File: src/rtl/cpu_bus_io.sv
// CPU bus splitter. The I/O page (adder[7:4] == IO_PAGE) is decoded into a
// small register file that holds a TX byte FIFO, an RX holding register, GPIO
// and a reloading down-counter timer. All other addresses pass straight
// through to external memory.
module cpu_bus_io #(
  parameter int          TX_DEPTH = 4,
  parameter logic [3:0]  IO_PAGE  = 4'hF
) (
  input  logic       m_clock,
  input  logic       p_reset,
  input  logic [7:0] adder,
  input  logic [7:0] dbuso,
  input  logic       mread,
  input  logic       mwrite,
  output logic [7:0] dbusi,
  output logic [7:0] mem_addr,
  output logic [7:0] mem_wdata,
  output logic       mem_re,
  output logic       mem_we,
  input  logic [7:0] mem_rdata,
  output logic [7:0] tx_data,
  output logic       tx_valid,
  input  logic       tx_ready,
  input  logic [7:0] rx_data,
  input  logic       rx_valid,
  output logic       rx_ready,
  input  logic [7:0] gpio_in,
  output logic [7:0] gpio_out,
  output logic       tmr_tick
);

  localparam int AW = $clog2(TX_DEPTH);
  localparam int CW = AW + 1;

  logic [7:0]    fifo_q [TX_DEPTH];
  logic [AW-1:0] wr_ptr_q, wr_ptr_d, rd_ptr_q, rd_ptr_d;
  logic [CW-1:0] count_q, count_d;
  logic          tx_ovf_q, tx_ovf_d;
  logic          rx_full_q, rx_full_d;
  logic [7:0]    rx_byte_q, rx_byte_d;
  logic [7:0]    gpio_out_q, gpio_out_d;
  logic [7:0]    sync1_q, sync2_q;
  logic [7:0]    reload_q, reload_d, cnt_q, cnt_d;
  logic          en_q, en_d, flag_q, flag_d;

  logic          io_sel, io_wr, io_rd;
  logic [3:0]    off;
  logic          tx_full, tx_empty, pop, push, wr_tx;
  logic [7:0]    status, rd_mux;

  assign io_sel   = (adder[7:4] == IO_PAGE);
  assign off      = adder[3:0];
  assign io_wr    = io_sel & mwrite;
  assign io_rd    = io_sel & mread;

  assign mem_addr  = adder;
  assign mem_wdata = dbuso;
  assign mem_re    = mread & ~io_sel;
  assign mem_we    = mwrite & ~io_sel;

  assign tx_full  = (count_q == CW'(TX_DEPTH));
  assign tx_empty = (count_q == '0);
  assign tx_valid = ~tx_empty;
  assign tx_data  = fifo_q[rd_ptr_q];
  assign pop      = tx_valid & tx_ready;
  assign wr_tx    = io_wr & (off == 4'h0);
  // A full FIFO still accepts a byte when the head leaves in the same cycle.
  assign push     = wr_tx & (~tx_full | pop);

  assign rx_ready = ~rx_full_q;
  assign gpio_out = gpio_out_q;
  assign tmr_tick = en_q & (cnt_q == 8'h00);
  assign status   = {3'b000, tx_ovf_q, flag_q, rx_full_q, tx_empty, tx_full};

  // Read path: register mux for the I/O page, memory data otherwise, 0 when idle.
  always_comb begin
    rd_mux = 8'h00;
    case (off)
      4'h1:    rd_mux = status;
      4'h2:    rd_mux = rx_byte_q;
      4'h4:    rd_mux = gpio_out_q;
      4'h5:    rd_mux = sync2_q;
      4'h8:    rd_mux = reload_q;
      4'h9:    rd_mux = cnt_q;
      4'hA:    rd_mux = {6'b000000, flag_q, en_q};
      default: rd_mux = 8'h00;
    endcase
    if (!mread)      dbusi = 8'h00;
    else if (io_sel) dbusi = rd_mux;
    else             dbusi = mem_rdata;
  end

  // Next-state for FIFO pointers, status flags, RX, GPIO and timer.
  always_comb begin
    wr_ptr_d   = wr_ptr_q;
    rd_ptr_d   = rd_ptr_q;
    count_d    = count_q;
    tx_ovf_d   = tx_ovf_q;
    rx_full_d  = rx_full_q;
    rx_byte_d  = rx_byte_q;
    gpio_out_d = gpio_out_q;
    reload_d   = reload_q;
    cnt_d      = cnt_q;
    en_d       = en_q;
    flag_d     = flag_q;

    if (push) wr_ptr_d = wr_ptr_q + AW'(1);
    if (pop)  rd_ptr_d = rd_ptr_q + AW'(1);
    if (push && !pop)      count_d = count_q + CW'(1);
    else if (pop && !push) count_d = count_q - CW'(1);

    // Overflow set takes priority over a software clear in the same cycle.
    if (io_wr && off == 4'h1 && dbuso[4]) tx_ovf_d = 1'b0;
    if (wr_tx && tx_full && !pop)         tx_ovf_d = 1'b1;

    if (io_rd && off == 4'h2 && rx_full_q) begin
      rx_full_d = 1'b0;
    end else if (rx_valid && !rx_full_q) begin
      rx_full_d = 1'b1;
      rx_byte_d = rx_data;
    end

    if (io_wr && off == 4'h4) gpio_out_d = dbuso;

    if (tmr_tick)                               flag_d = 1'b1;
    else if (io_wr && off == 4'hA && dbuso[1])  flag_d = 1'b0;

    // A software reload beats the automatic reload on expiry.
    if (io_wr && off == 4'h8) begin
      reload_d = dbuso;
      cnt_d    = dbuso;
    end else if (en_q) begin
      cnt_d = (cnt_q == 8'h00) ? reload_q : cnt_q - 8'd1;
    end

    if (io_wr && off == 4'hA) en_d = dbuso[0];
  end

  // FIFO storage; contents are don't-care while the FIFO is empty, so no reset.
  always_ff @(posedge m_clock) begin
    if (push) fifo_q[wr_ptr_q] <= dbuso;
  end

  // Control and status registers with asynchronous reset.
  always_ff @(posedge m_clock or posedge p_reset) begin
    if (p_reset) begin
      wr_ptr_q   <= '0;
      rd_ptr_q   <= '0;
      count_q    <= '0;
      tx_ovf_q   <= 1'b0;
      rx_full_q  <= 1'b0;
      rx_byte_q  <= 8'h00;
      gpio_out_q <= 8'h00;
      sync1_q    <= 8'h00;
      sync2_q    <= 8'h00;
      reload_q   <= 8'h00;
      cnt_q      <= 8'h00;
      en_q       <= 1'b0;
      flag_q     <= 1'b0;
    end else begin
      wr_ptr_q   <= wr_ptr_d;
      rd_ptr_q   <= rd_ptr_d;
      count_q    <= count_d;
      tx_ovf_q   <= tx_ovf_d;
      rx_full_q  <= rx_full_d;
      rx_byte_q  <= rx_byte_d;
      gpio_out_q <= gpio_out_d;
      sync1_q    <= gpio_in;
      sync2_q    <= sync1_q;
      reload_q   <= reload_d;
      cnt_q      <= cnt_d;
      en_q       <= en_d;
      flag_q     <= flag_d;
    end
  end

endmodule

File: config.mk
export PLATFORM = sky130hd
export DESIGN_NAME = cpu_bus_io
export DESIGN_NICKNAME = d
export VERILOG_FILES = /design/src/rtl/cpu_bus_io.sv
export SDC_FILE = /design/constraint.sdc
export NUM_CORES = 1
export LEC_CHECK = 0
export ABC_AREA = 1
export BUFFER_PORTS_ARGS = -buffer_cell sky130_fd_sc_hd__buf_2
export CORE_MARGIN = 8
export CORE_UTILIZATION = 50
export CTS_CLUSTER_DIAMETER = 120
export DETAILED_ROUTE_END_ITERATION = 8
export HOLD_SLACK_MARGIN = 0.12
export PLACE_DENSITY = 0.74
export SYNTH_ARGS = -nofsm -noshare
export SYNTH_HDL_FRONTEND = slang
export SYNTH_SLANG_ARGS = --single-unit
export TNS_END_PERCENT = 1
File: constraint.sdc
create_clock -name m_clock -period 2.1 [get_ports m_clock]
set_input_delay 0.525 -clock m_clock [delete_from_list [all_inputs] [get_ports m_clock]]
set_output_delay 0.525 -clock m_clock [all_outputs]
set_load 0.02 [all_outputs]
# == Word-level counts from Yosys, hierarchy flattened ==
# Memory sizes are Yosys's and may differ from the RTL's.
# Cells that the tools add are included.
# totals
regBits,59
mem_bits_rw,32
input_bits,46
out_inout_bits,45
elab_cells,83
memories,1
# classes
addsub,5
eq_ne,9
muxes,16
bitwise,14
reduce_logical,25
# memory_table
memory,words,word_bits,read_ports,rd_clocked_by_memory_dff,wr,line,text
fifo_q,4,8,1,0,1,35,logic [7:0] fifo_q [TX_DEPTH];
# ops
op,count
one-hot mux 8 bit (7 select lines),1
two-way mux 8 bit,5
== test 4 bit (second input constant),4
logical AND 1 bit,13
nonzero test 2 bit,5
AND 1 bit,8
== test 4 x 3 -> 1 bit (second input constant),2
logical NOT 8 bit,1
two-way mux 1 bit,8
subtractor 8 x 1 -> 8 bit (second input constant),1
two-way mux 3 bit,2
NOT 1 bit,5
adder 2 x 1 -> 2 bit (second input constant),2
== test 4 x 1 -> 1 bit (second input constant),1
== test 4 x 2 -> 1 bit (second input constant),1
logical NOT 4 bit,1
adder 3 x 1 -> 3 bit (second input constant),1
== test 3 bit (second input constant),1
logical NOT 1 bit,3
logical NOT 3 bit,1
subtractor 3 x 1 -> 3 bit (second input constant),1
AND reduction 2 bit,1
bitwise OR 1 bit,1

# == Logic depth before layout (Yosys ltp) ==
# logic_depth
word_depth,9
depth_mapped,12
ltp_nobuf,12

# == Worst setup path after synthesis ==
# OpenSTA, ideal clock, no wires.
# synth_path
kind,in2reg
from,input adder[5]
to,register count_q[2]
setup_ns,0.131
arrival_ns,2.158
t_required_ns,1.969
setup_slack_ns,-0.189
cell_stages,12
n_path_buf,0
cell_sequence,nand2_1 > nor2_2 > nand2_1 > inv_2 > nand4_2 > inv_1 > ha_1 > inv_1 > fa_1 > a21oi_1 > o21ai_0 > xor2_1
# synth_via
elab_chain_cells,7
elab_cells_between_ends,9
cone_classes,1 x eq/ne; 1 x mux; 3 x bitwise; 4 x reduce/logical
# synth_lines
item,line,text
start: declaration,11,"input logic [7:0] adder,"
== test 4 bit *,51,assign io_sel = (adder[7:4] == IO_PAGE);
AND 1 bit *,53,assign io_wr = io_sel & mwrite;
AND 1 bit *,66,assign wr_tx = io_wr & (off == 4'h0);
AND 1 bit *,68,assign push = wr_tx & (~tx_full | pop);
net push,48,"logic tx_full, tx_empty, pop, push, wr_tx;"
logical NOT 1 bit,110,else if (pop && !push) count_d = count_q - CW'(1);
logical AND 1 bit,110,
nonzero test 2 bit (no source line),-,
end signal: assignment,163,count_q <= count_d;
end: declaration,37,"logic [CW-1:0] count_q, count_d;"
# Mark *: on every way through the listed nets, which the timed path passes. The rest lies on a longest branch.
# A chain may end at the register's enable or synchronous reset.

# == Worst setup path after layout ==
# layout_path
from,input adder[3]
to,output dbusi[4]
# layout_via
elab_chain_cells,4
elab_cells_between_ends,10
cone_classes,7 x eq/ne; 3 x mux
# layout_lines
item,line,text
"== test 4 bit, or another cell as far along",78,case (off)
one-hot mux 8 bit (7 select lines) *,78,
two-way mux 8 bit *,89,else if (io_sel) dbusi = rd_mux;
two-way mux 8 bit *,88,if (!mread) dbusi = 8'h00;
end: declaration,15,"output logic [7:0] dbusi,"
# Mark *: on every way between the ends. The rest lies on a longest branch, timed or not.

==> key figures <==
Floorplanning
  • Row cnt: 34
  • Boundary Pins: 91
  • Die area: 12000 µm²
  • Die width: 110 µm
  • Die height: 110 µm
  • Core box area: 8590 µm²
  • Initial core utilization: 50.9%

Critical path
  • Crit-path slowest cell: buf_4
  • Crit. End Element: primary output
  • Crit path DAT: 1.58 ns
  • Critical path cell sequence: buf_4 > inv_1 > nand2_2 > nor2_1 > buf_4 > nand2_1 > nand2_1 > nor2_1 > nand2_1 > nand2_1 > nand2_1 > buf_6
  • Bufs and invs on worst path: 4
  • Most frequent CP cell: nand2_1
  • Cell family with most CP delay: simple AND/OR/NAND/NOR gates
  • CP peak stage delay: 0.17 ns
  • Maximum fanout along the worst path: 8
  • Kind of critical path: primary input to primary output
  • Crit path launch type: primary input
  • Slack of the worst reg-to-reg path: 0.20 ns
  • Critical Path RT: 1.57 ns

STA
  • RSZ-0062 raised after global routing: true
  • Final hold violation count: 0
  • Clk_skew: 0.00840 ns
  • Peak Freq: 0.475 GHz
  • Fin crit period: 2.11 ns
  • Final Max Tran Viols: 0
  • Final worst setup slack: -0.00658 ns
  • Max-slew headroom: 72.3%
  • Final period util: 100%
  • Setup-failing EPs final: 2
  • Slew @ Worst Pin: 0.415 ns
  • Hold WS: 0.222 ns

Placed design
  • Placed cell areas: 5100 µm²
  • IO Port Bufs: 90
  • RD Place Congestion: 0.874
  • Dpl cells: 703
  • Hpwl dp: 8.31 mm

Power and ir drop
  • Max VDD drop: 0.528 mV
  • Leak pwr: 2.72 nW
  • Power per cell area: 969 nW/µm²

Final layout
  • P&R area growth vs syn: 28.0%
  • Final Cell Area: 5600 µm²
  • End-of-flow core utilization: 65.2%
  • Diodes inserted: 0
  • Post-Layout Cell Count: 730
  • Fill cells: 696
  • Nets@finish: 671
  • Layout cell share with drive strength beyond 1: 34.9%

Status
  • Failing checks: setup timing
  • Status: finished, violations left

Synth
  • Largest cells by area after synthesis: dfrtp_1 34%, edfxtp_1 22%, nand2_1 12%
  • Synthesized area: 4380 µm²
  • EDFF count, synth: 32
  • Top_reg_cell synth: dfrtp_1
  • Synthesized netlist cell count: 493
  • Count leader, synth: nand2_1
  • #FFs+latches synth: 91
  • Asr flop ratio synth: 64.8%
  • Synth cell types: 28
  • Area leader, netlist: dfrtp_1
  • Net count after synthesis: 547
  • Synth top area share: 33.7%
  • Mean Syn Cell Area: 8.88 µm²
  • Sequential share of the synthesized area: 55.7%
  • Synth cell count leaders: 141 x nand2_1, 59 x dfrtp_1, 56 x nor2_1, 43 x nand3_1, 41 x o21ai_0
  • Ys Warns: 0

Clock tree
  • Clk root buf: clkbuf_8
  • Clock Tree Buf Depth: 2
  • Hold_buf cts: 0
  • Clk_lat worst skew: 0.35 ns
  • CTS Buf Count: 9
  • CTS tree: done
  • Clock Sinks: 91
  • Clk slew on worst S/H paths: 0.09 ns
  • Depth of the CTS H-tree: 3

GRT
  • Overflow after GRT: 0
  • Largest net degree at the start of global routing: 33
  • First-pass GRT wire length: 18.0 mm
  • Vias in the first global route: 3883
  • Total track usage: 19.2%
  • Initial antenna violation count: 0

Route
  • Initial drt markers: 316
  • Drt pass-1 iters: 5
  • Vias/cell: 5.15
  • Routed WL: 11.3 mm
  • Drt wl/cell: 15.5 µm
  • Post-route ant nets: 0
  • DRC: 0
  • DR vias: 3763

Hold path
  • Worst hold path class: primary input to async pin

Flow run
  • Max_cap viols: 0
==> path summary, 6_finish.rpt <==
kind / from / to / cells after the start
max in group asynchronous: p_reset / cnt_q[1]$_DFFE_PP0P_ / 3
worst min register to register: sync1_q[0]$_DFF_PP0_ / sync2_q[0]$_DFF_PP0_ / 0
worst min-delay path: p_reset / rx_byte_q[0]$_DFFE_PP0P_ / 3
min in group m_clock: gpio_in[7] / sync1_q[7]$_DFF_PP0_ / 1
worst max register to register: count_q[1]$_DFFE_PP0P_ / count_q[2]$_DFFE_PP0P_ / 10
worst max-delay path: adder[3] / dbusi[4] / 12
==> worst register-to-register path, delay by kind of cell (launching register included) <==
family	cells	cell delay (ns)
xor+xnor	1	0.15
fa+ha+maj	2	0.48
flops	1	0.40
compound gates	2	0.26
buf+inv	3	0.22
simple gates	2	0.29
==> logic make-up (layout without fill, tap and decap cells) <==
group                    count (synthesis)  in the layout  share of synthesized area (%)
multiplexers                             7              7                           1.80
AO/OA/AOI/OAI                           61             61                           7.43
XOR/XNOR                                 4              4                          0.800
buffers and inverters                   68            197                           7.46
adder cells (fa/ha/maj)                  8              8                           2.46
flip-flops                              91             91                           55.7
AND/OR/NAND/NOR                        254            254                           24.4
==> metal layers <==
metal	track usage, %	vias up	share of wire (%)
met4	7.23	0	1.6
li1	-	1840	-
met5	0	-	0
met2	32.8	154	49
met1	23.1	1753	40
met3	4.69	16	8.6
==> metrics by stage <==
stage | power, mW | setup slack, ns | setup TNS, ns
5_1_grt | 5.75 | -0.0768 | -0.429
3_3_place_gp | 3.91 | -0.125 | -0.536
6_report | 5.43 | -0.00658 | -0.00760
4_1_cts | 5.25 | -0.0135 | -0.0138
2_1_floorplan | 3.43 | 0.0202 | 0
3_5_place_dp | 3.96 | -0.129 | -0.617
==> layout by cell type, fill, tap and decap left out, drive strengths merged <==
master    Yosys  layout
xor2          3       3
inv          42      45
o211ai        4       4
fa            1       1
buf          21     137
edfxtp       32      32
mux2          7       7
and3          1       1
nand2       144     144
o21ai        44      44
o22ai         8       8
nand4         3       3
a21oi         5       5
ha            7       7
nor2         62      62
clkbuf        4       9
nand3        44      44
xnor2         1       1
dfrtp        59      59
clkinvlp      0       2
clkinv        1       3
bufinv        0       1
==> final cells by class <==
| class | instances | area [µm²] | share of cell area, % |
|---|---|---|---|
| sequential | 91 | 2440 | 43.6 |
| multi-input combinational | 334 | 1740 | 31.1 |
| timing repair buffer | 137 | 890 | 15.9 |
| inverter | 43 | 180 | 3.22 |
| tap | 108 | 135 | 2.41 |
| clock buffer | 9 | 124 | 2.21 |
| clock inverter | 7 | 81.3 | 1.45 |
| timing repair inverter | 1 | 7.51 | 0.134 |
==> sequential cells by signal, summed over array words and instances, names as in the netlist, 3 cells and up <==
signal     flops
fifo_q        32
cnt_q          8
gpio_out       8
reload_q       8
rx_byte_q      8
sync1_q        8
sync2_q        8
count_q        3
==> report_power, final <==
part | switching (mW) | total (mW) | internal (mW)
Sequential | 0.250 | 2.34 | 2.09
Combinational | 1.12 | 1.86 | 0.738
Clock | 0.657 | 1.23 | 0.570
==> timing repair <==
item / in CTS / in global routing
resized for setup: 28 / 62
endpoints found under the setup margin: 15 / 17
cloned: 0 / 2
setup buffers: 3 / 6
pin swaps: 9 / 18
No activity file was read; power rests on OpenSTA's default activity.
